**config.mk**
```make
export PLATFORM = sky130hd
export DESIGN_NAME = trng_harvester
export DESIGN_NICKNAME = d
export VERILOG_FILES = /design/src/rtl/trng_harvester.sv
export SDC_FILE = /design/constraint.sdc
export NUM_CORES = 1
export LEC_CHECK = 0
export CORE_MARGIN = 2
export CORE_UTILIZATION = 45
export CTS_CLUSTER_SIZE = 24
export DETAILED_ROUTE_END_ITERATION = 6
export GPL_ROUTABILITY_DRIVEN = 0
export MAX_ROUTING_LAYER = met4
export PLACE_DENSITY = 0.79
export REMOVE_ABC_BUFFERS = 1
export SYNTH_ARGS = -nofsm -noshare
export SYNTH_HDL_FRONTEND = slang
export SYNTH_SLANG_ARGS = --single-unit
```
**constraint.sdc**
```tcl
create_clock -name clk -period 6.02 [get_ports clk]
set_input_delay 1.806 -clock clk [delete_from_list [all_inputs] [get_ports clk]]
set_output_delay 1.806 -clock clk [all_outputs]
set_load 0.01 [all_outputs]
```
**src/rtl/trng_harvester.sv**
```systemverilog
// rtl/trng_harvester.sv - health-checked TRNG word harvester
// Collects W fresh bits, runs RCT and ones-proportion checks, presents words over valid/ready.
module trng_harvester #(
  parameter int W          = 128,
  parameter int RCT_CUTOFF = 32,
  parameter int PROP_LO    = 40,
  parameter int PROP_HI    = 88
) (
  input  logic         clk,
  input  logic         reset,
  input  logic         en,
  input  logic [W-1:0] rnd_word,
  output logic [W-1:0] out_data,
  output logic         out_valid,
  input  logic         out_ready,
  output logic         health_fail,
  input  logic         clr_fail,
  output logic [7:0]   disc_cnt
);

  localparam int CW = $clog2(W);
  localparam int RW = $clog2(RCT_CUTOFF + 1);
  localparam int PW = CW + 1;

  typedef enum logic [1:0] {IDLE, FILL, HOLD, FAIL} state_t;

  state_t        state, state_nxt;
  logic [CW-1:0] fill_cnt, fill_cnt_nxt;
  logic [RW-1:0] run_len, run_len_nxt, run_obs;
  logic          last_bit, last_bit_nxt;
  logic [W-1:0]  out_data_nxt;
  logic          out_valid_nxt;
  logic          health_fail_nxt;
  logic [7:0]    disc_cnt_nxt;
  logic [PW-1:0] ones;
  logic          bit_in, trip, in_range, win_done;

  assign bit_in = rnd_word[0];

  always_comb begin
    ones = '0;
    for (int i = 0; i < W; i++) begin
      ones = ones + PW'(rnd_word[i]);
    end
  end

  // Run length as it would be after observing bit_in; saturates at the cutoff.
  always_comb begin
    if (run_len == '0 || bit_in != last_bit) begin
      run_obs = RW'(1);
    end else if (run_len == RW'(RCT_CUTOFF)) begin
      run_obs = run_len;
    end else begin
      run_obs = run_len + RW'(1);
    end
  end

  assign trip     = (run_obs == RW'(RCT_CUTOFF));
  assign in_range = (ones >= PW'(PROP_LO)) && (ones <= PW'(PROP_HI));
  assign win_done = (fill_cnt == CW'(W - 1));

  always_comb begin
    state_nxt       = state;
    fill_cnt_nxt    = fill_cnt;
    run_len_nxt     = run_len;
    last_bit_nxt    = last_bit;
    out_data_nxt    = out_data;
    out_valid_nxt   = out_valid;
    health_fail_nxt = health_fail;
    disc_cnt_nxt    = disc_cnt;
    case (state)
      IDLE: begin
        run_len_nxt = '0;
        if (en) begin
          state_nxt    = FILL;
          fill_cnt_nxt = '0;
        end
      end
      FILL: begin
        if (!en) begin
          state_nxt    = IDLE;
          fill_cnt_nxt = '0;
          run_len_nxt  = '0;
        end else begin
          run_len_nxt  = run_obs;
          last_bit_nxt = bit_in;
          if (trip) begin
            health_fail_nxt = 1'b1;
            out_valid_nxt   = 1'b0;
            fill_cnt_nxt    = '0;
            state_nxt       = FAIL;
          end else if (win_done) begin
            fill_cnt_nxt = '0;
            if (in_range) begin
              out_data_nxt  = rnd_word;
              out_valid_nxt = 1'b1;
              state_nxt     = HOLD;
            end else if (disc_cnt != 8'hFF) begin
              disc_cnt_nxt = disc_cnt + 8'd1;
            end
          end else begin
            fill_cnt_nxt = fill_cnt + CW'(1);
          end
        end
      end
      HOLD: begin
        // The RCT stays live while waiting; a trip overrides any concurrent transfer.
        run_len_nxt  = run_obs;
        last_bit_nxt = bit_in;
        if (trip) begin
          health_fail_nxt = 1'b1;
          out_valid_nxt   = 1'b0;
          fill_cnt_nxt    = '0;
          state_nxt       = FAIL;
        end else if (out_ready) begin
          out_valid_nxt = 1'b0;
          fill_cnt_nxt  = '0;
          if (en) begin
            state_nxt = FILL;
          end else begin
            state_nxt   = IDLE;
            run_len_nxt = '0;
          end
        end
      end
      FAIL: begin
        out_valid_nxt = 1'b0;
        if (clr_fail) begin
          health_fail_nxt = 1'b0;
          run_len_nxt     = '0;
          fill_cnt_nxt    = '0;
          state_nxt       = en ? FILL : IDLE;
        end
      end
      default: state_nxt = IDLE;
    endcase
  end

  always_ff @(posedge clk or posedge reset) begin
    if (reset) begin
      state       <= IDLE;
      fill_cnt    <= '0;
      run_len     <= '0;
      last_bit    <= 1'b0;
      out_data    <= '0;
      out_valid   <= 1'b0;
      health_fail <= 1'b0;
      disc_cnt    <= '0;
    end else begin
      state       <= state_nxt;
      fill_cnt    <= fill_cnt_nxt;
      run_len     <= run_len_nxt;
      last_bit    <= last_bit_nxt;
      out_data    <= out_data_nxt;
      out_valid   <= out_valid_nxt;
      health_fail <= health_fail_nxt;
      disc_cnt    <= disc_cnt_nxt;
    end
  end

endmodule

```
==> results of run 1 <==
[area by class of cell]
cell class | count | area (sq um) | share of cell area, %
Sequential cell | 154 | 3850 | 26.2
Inverter | 176 | 666 | 4.53
Clock inverter | 13 | 120 | 0.818
Timing Repair Buffer | 339 | 3600 | 24.5
Tap cell | 280 | 350 | 2.38
Antenna cell | 1 | 2.50 | 0.0170
Multi-Input combinational cell | 434 | 5650 | 38.5
Clock buffer | 19 | 443 | 3.01
[registers in the layout (all words and copies together), names as in the netlist]
| register | count |
|---|---|
| run_len | 6 |
| out_valid | 1 |
| state | 2 |
| health_fail | 1 |
| last_bit | 1 |
| disc_cnt | 8 |
| fill_cnt | 7 |
| out_data | 128 |
[synthesized netlist by cell type (2+ instances only)]
cell type and count:
buf_2 3, mux2i_1 2, buf_6 11, xnor2_1 7
fa_1 115, mux2_2 133, nand4b_1 2, a21oi_1 13
dfrtp_1 154, inv_1 176, o21a_1 2, xor2_1 5
nor2_1 10, nand4_1 5, o31ai_1 5, o21bai_1 3
ha_1 34, nor2b_1 2, a31oi_1 2, and3_1 5
and2_1 2, nand2b_1 10, nor3_1 5, o21ai_0 26
nand2_1 19, nand3_1 5
[metal layers]
layer,wire length [microns],vias to the layer above
met1,11300,3607
met5,0,-
met2,14100,190
met4,769,0
li1,-,3177
met3,941,52
[worst register-to-register path: cells and delay by family (launching register included)]
kind | cells | cell delay [ns]
AO/OA/AOI/OAI | 1 | 0.19
adder cells (fa/ha/maj) | 1 | 0.19
buffers and inverters | 5 | 0.68
flip-flops | 1 | 0.41
multiplexers | 1 | 0.30
AND/OR/NAND/NOR | 4 | 1.17
[stage by stage]
step | cells | instance area [sq um] | hold WS, ns
floorplan | 764 | 9710 | 0.437
global placement | 1347 | 13100 | 0.469
detailed placement | 1347 | 13100 | 0.482
CTS | 1406 | 14400 | 0.495
global route | 1416 | 14700 | 0.514
finish | 1416 | 14700 | 0.493
[worst max path at each step]
| stage | endpoint | slack (ns) | depth (start not counted) |
|---|---|---|---|
| finish | out_data[11] | -3.62 | 29 |
| global route | out_data[123] | -3.84 | 29 |
| CTS | out_data[11] | -3.56 | 30 |
| detailed placement | out_data[116] | -4.50 | 25 |
| global placement | out_data[47] | -4.34 | 25 |
| floorplan | out_data[0] | -6.13 | 23 |
[cell families (layout without fill, tap and decap cells)]
family / after synthesis / after routing
adders and majority gates: 149 / 149
AOI/OAI and AO/OA: 63 / 63
xor gates and xnor gates: 12 / 12
muxes: 135 / 135
other: 0 / 1
DFF: 154 / 154
and+or+nand+nor: 75 / 75
buffers and inverters: 192 / 547
[timing repair]
item                                    CTS  global route
pin swaps                                63             8
setup buffers                            17             4
gates resized for setup                 271            30
hold buffers                              0             0
endpoints found under the setup margin  139           139
gates cloned                             10             7
==> impl_metrics.py, run 1 <==
metrics = {
    "sta": {
        "tns_ns": -496.73,
        "skew_ns": 0.0116,
        "setup_slack_ns": -3.62,
        "min_period_ns": 9.64,
        "rsz0062_at_grt": "true",
        "worstMarginPinSlew_ns": 0.899,
        "maxSlewViolCount": 0,
        "setup_viol": 139,
        "slew_headroom_pct": 40.1,
        "fin_crit_sh_pct": 160,
        "fmax_mhz": 104,
        "hold_violations": 0,
    },
    "synthesis": {
        "synth_top_family_by_area": "adder cells",
        "synthCells": 780,
        "synth_ff_type": "dfrtp_1",
        "seq_area_frac_synth_pct": 39.1,
        "synthMuxAreaShare_pct": 15.4,
        "yosys.area_share.adder_pct": 27.7,
        "synth_area_leaders": "dfrtp_1 39%, fa_1 23%, mux2_2 15%",
        "synth_top_area_share_pct": 39.1,
        "synth_compound_area_share_pct": 4.22,
        "syn_avg_cell_area_sq_um": 12.6,
        "netlist_area_sq_mm": 0.00986,
        "yosys_warnings": 0,
        "synth.distinct_cells": 50,
        "synth_top_cell_by_area": "dfrtp_1",
        "synth_enable_flop_cells": 0,
        "synth_xor_area_share_pct": 1.07,
        "ys_ff_latch": 154,
        "yosys.area_share.simple_pct": 4.39,
        "async_flop_share_pct": 100,
    },
    "cells_and_area": {
        "n_fill_cell": 1539,
        "final_util_pct": 67.7,
        "final_common_cell": "clkdlybuf4s50_1",
        "syn_to_final_growth_pct": 48.9,
        "layout_common_cells": "207 x clkdlybuf4s50_1, 154 x dfrtp_1, 146 x inv_1, 97 x fa_1, 84 x mux2_4",
        "drive_gt1_share_pct": 28.3,
        "fin_nets": 1404,
    },
    "setup_path": {
        "path_class": "input port to register",
        "worstPathArrival_ns": 9.95,
        "critPathTopFamily": "adder cells",
        "critPathSlowestCell": "fa_1",
        "cp-end-kind": "register",
        "start_kind": "input port",
        "rrSetupSlack_ns": 2.98,
        "path_common_cell": "fa_1",
        "slowest_delay_ns": 0.56,
        "cp-startpoint": "rnd_word[83]",
        "r2r_end": "out_data[111]",
        "crit_required_ns": 6.33,
        "rr_startpoint": "run_len[0]",
        "worst-path-max-fanout": 5,
        "worst-path-buf-inv": 10,
        "rr_worst_depth": 12,
    },
    "drt": {
        "finalWirelength_microns": 27100,
        "drtIter0Drc": 274,
        "avgViaCountPerCell": 4.96,
        "vias": 7026,
        "drt_drc_violations_left": 0,
        "drt_pass1_iterations": 4,
        "avgRoutedWirePerCell_microns": 19.2,
        "ant_nets": 0,
    },
    "floorplanning": {
        "die-area_sq_mm": 0.0231,
        "io_pins": 271,
        "die_y_microns": 152,
        "core_area_sq_mm": 0.0217,
        "rows": 54,
        "initial_core_util_pct": 45.5,
        "die_x_microns": 152,
    },
    "cts": {
        "root_buffer": "clkbuf_16",
        "cts.sinks": 154,
        "clkLatencyLatePin_ns": 0.42,
        "cts_tree": "done",
        "cts_buffers": 17,
        "htreeDepth": 4,
        "clk_pin_slew_worst_paths_ns": 0.06,
        "clock_path_buffers": 2,
    },
    "global_route": {
        "grtUsageTotal_pct": 24.3,
        "grt_first_pass_wirelength_microns": 43000,
        "grt_pass1_vias": 8065,
        "busiest_layer": "met2",
        "use_met1_pct": 29.8,
        "antenna_found_initial": 1,
        "use_met3_pct": 4.08,
        "grtUsageMet2_pct": 41.8,
        "grt_max_degree": 99,
        "grt_overflow": 0,
    },
    "min_path": {
        "hold_start": "fill_cnt[5]",
        "hold_path_class": "register to register",
        "hold_depth": 1,
        "hold_path_end": "fill_cnt[5]",
    },
    "status": {
        "violations": "negative setup slack",
        "status": "complete, but fails checks",
    },
    "placed_design": {
        "preCtsSetupSlack_ns": -4.50,
        "dp_hpwl_microns": 18300,
        "io_buffers": 270,
    },
    "flow_run": {
        "cap_violations": 0,
    },
}
Power of run 1 is not shown: default switching activity piles up to over one toggle a cycle in this logic, so the estimate is an artifact.
==> inputs of run 2 (changes only) <==
--- a/config.mk
+++ b/config.mk
@@ -7,6 +7,7 @@
 export LEC_CHECK = 0
 export CORE_MARGIN = 2
 export CORE_UTILIZATION = 45
+export CTS_BUF_LIST = sky130_fd_sc_hd__clkbuf_16
 export CTS_CLUSTER_SIZE = 24
 export DETAILED_ROUTE_END_ITERATION = 6
 export GPL_ROUTABILITY_DRIVEN = 0
==> run 2 against run 1 <==
  * The run still ends with negative setup slack left
  * Die area did not move
  * Cell count decreased by 0.14%
  * Register-to-register slack hardly changed
  * Clock skew fell by 0.0014 ns
  * Final area fell by 0.39%
  * Worst hold slack better by 0.0013 ns
  * Maximum frequency about the same
==> impl_metrics.py, run 2 (same netlist as run 1, synthesis figures left out) <==
metrics = {
    "status": {
        "status": "complete, but fails checks",
        "violations": "negative setup slack",
    },
    "drt": {
        "drt_drc_violations_left": 0,
        "avgRoutedWirePerCell_microns": 19.1,
        "finalWirelength_microns": 27000,
        "drtIter0Drc": 287,
        "drt_pass1_iterations": 4,
        "avgViaCountPerCell": 4.95,
        "vias": 6993,
        "ant_nets": 0,
    },
    "cts": {
        "root_buffer": "clkbuf_16",
        "clock_path_buffers": 2,
        "clk_pin_slew_worst_paths_ns": 0.07,
        "clkLatencyLatePin_ns": 0.43,
        "cts_buffers": 17,
        "cts.sinks": 154,
        "htreeDepth": 4,
        "cts_hold_buf": 0,
        "cts_tree": "done",
    },
    "floorplanning": {
        "initial_core_util_pct": 45.5,
        "rows": 54,
        "die_x_microns": 152,
        "core_area_sq_mm": 0.0217,
        "die-area_sq_mm": 0.0231,
        "io_pins": 271,
        "die_y_microns": 152,
    },
    "flow_run": {
        "cap_violations": 0,
    },
    "sta": {
        "fin_crit_sh_pct": 160,
        "skew_ns": 0.0102,
        "worstMarginPinSlew_ns": 0.902,
        "hold_violations": 0,
        "slew_headroom_pct": 39.9,
        "setup_viol": 139,
        "hold_slack_ns": 0.494,
        "maxSlewViolCount": 0,
        "min_period_ns": 9.65,
        "fmax_mhz": 104,
        "rsz0062_at_grt": "true",
        "setup_slack_ns": -3.63,
    },
    "global_route": {
        "grtUsageTotal_pct": 24.3,
        "grt_pass1_vias": 8067,
        "antenna_found_initial": 1,
        "grt_max_degree": 99,
        "grt_overflow": 0,
        "grt_first_pass_wirelength_microns": 43000,
    },
    "setup_path": {
        "cp-end-kind": "register",
        "worstPathArrival_ns": 9.96,
        "critPathSlowestCell": "fa_1",
        "r2r_end": "out_data[111]",
        "start_kind": "input port",
        "path_class": "input port to register",
        "rrSetupSlack_ns": 2.99,
        "path_common_cell": "fa_1",
        "worst-path-max-fanout": 6,
        "rr_worst_depth": 12,
        "slowest_delay_ns": 0.56,
        "rr_startpoint": "run_len[0]",
        "crit_required_ns": 6.33,
    },
    "min_path": {
        "hold_start": "fill_cnt[5]",
        "hold_path_end": "fill_cnt[5]",
        "hold_depth": 1,
        "hold_path_class": "register to register",
    },
    "cells_and_area": {
        "top_register": "out_data",
        "largest_register_ffs": 128,
        "n_fill_cell": 1536,
        "top_regs": "out_data (128), disc_cnt (8), fill_cnt (7)",
        "final_common_cell": "clkdlybuf4s50_1",
        "syn_to_final_growth_pct": 48.4,
        "fin_nets": 1402,
        "drive_gt1_share_pct": 28.1,
        "layout_common_cells": "207 x clkdlybuf4s50_1, 154 x dfrtp_1, 147 x inv_1, 97 x fa_1, 84 x mux2_4",
    },
    "placed_design": {
        "dp_hpwl_microns": 18300,
        "io_buffers": 270,
    },
}
-- run 2: cell types whose count changed in the layout (fill, tap and decap cells not counted), sizes merged --
cell and delta:
buf -2, clkbuf -2, clkinv +1, inv +1
-- run 2: worst max-delay path: cells and delay by family --
family | cells | cell delay [ns]
buffers and inverters | 10 | 1.17
multiplexers | 2 | 0.54
adder cells (fa/ha/maj) | 12 | 5.52
AO/OA/AOI/OAI | 4 | 0.69
AND/OR/NAND/NOR | 1 | 0.25
-- run 2: stage by stage --
stage	worst slack, ns	std cells	utilization (%)	setup TNS, ns	area [sq um]
floorplan	-6.13	764	-	-824.40	9710
global placement	-4.34	1347	60.3	-600.87	13100
detailed placement	-4.50	1347	60.3	-619.93	13100
CTS	-3.56	1406	66.6	-486.39	14400
global route	-3.86	1414	67.5	-527.88	14600
finish	-3.63	1414	67.5	-496.07	14600
-- run 2: what timing repair did --
action / 4_1_cts / 5_1_grt
pin swaps: 63 / 10
setup endpoints to repair: 139 / 139
cloned: 10 / 7
hold endpoints to repair: 0 / 0
setup buffers: 17 / 4
gates resized for setup: 272 / 26
-- run 2: cell type report --
cell class	instances	area, sq um	share of cell area, %
tap	280	350	2.39
antenna	1	2.50	0.0171
clock buffer	17	425	2.91
timing repair buffer	337	3560	24.3
sequential	154	3850	26.3
multi-input combinational	434	5650	38.6
inverter	176	666	4.55
clock inverter	15	128	0.872
-- run 2: worst max path at each step --
stage / start / endpoint / slack [ns] / cells after the start
global placement: rnd_word[35] / out_data[47] / -4.34 / 25
global route: rnd_word[83] / out_data[114] / -3.86 / 29
floorplan: rnd_word[35] / out_data[0] / -6.13 / 23
finish: rnd_word[83] / out_data[123] / -3.63 / 29
detailed placement: rnd_word[35] / out_data[116] / -4.50 / 25
CTS: rnd_word[119] / out_data[11] / -3.56 / 30
-- run 2: per-layer routing --
layer / wire length (microns) / GRT usage (%)
met1: 11300 / 29.9
met2: 14000 / 41.8
met3: 933 / 4.08
met4: 712 / 6.41
met5: 0 / -
Power of run 2 is left out for the same reason.
==> inputs of run 3 (changes only) <==
--- a/config.mk
+++ b/config.mk
@@ -8,6 +8,7 @@
 export CORE_MARGIN = 2
 export CORE_UTILIZATION = 45
 export CTS_BUF_LIST = sky130_fd_sc_hd__clkbuf_16
+export CTS_CLUSTER_DIAMETER = 100
 export CTS_CLUSTER_SIZE = 24
 export DETAILED_ROUTE_END_ITERATION = 6
 export GPL_ROUTABILITY_DRIVEN = 0
==> results of run 3 <==
No change in the layout: final DEF, timing and power equal those of run 2.
Power of run 3 is left out for the same reason.
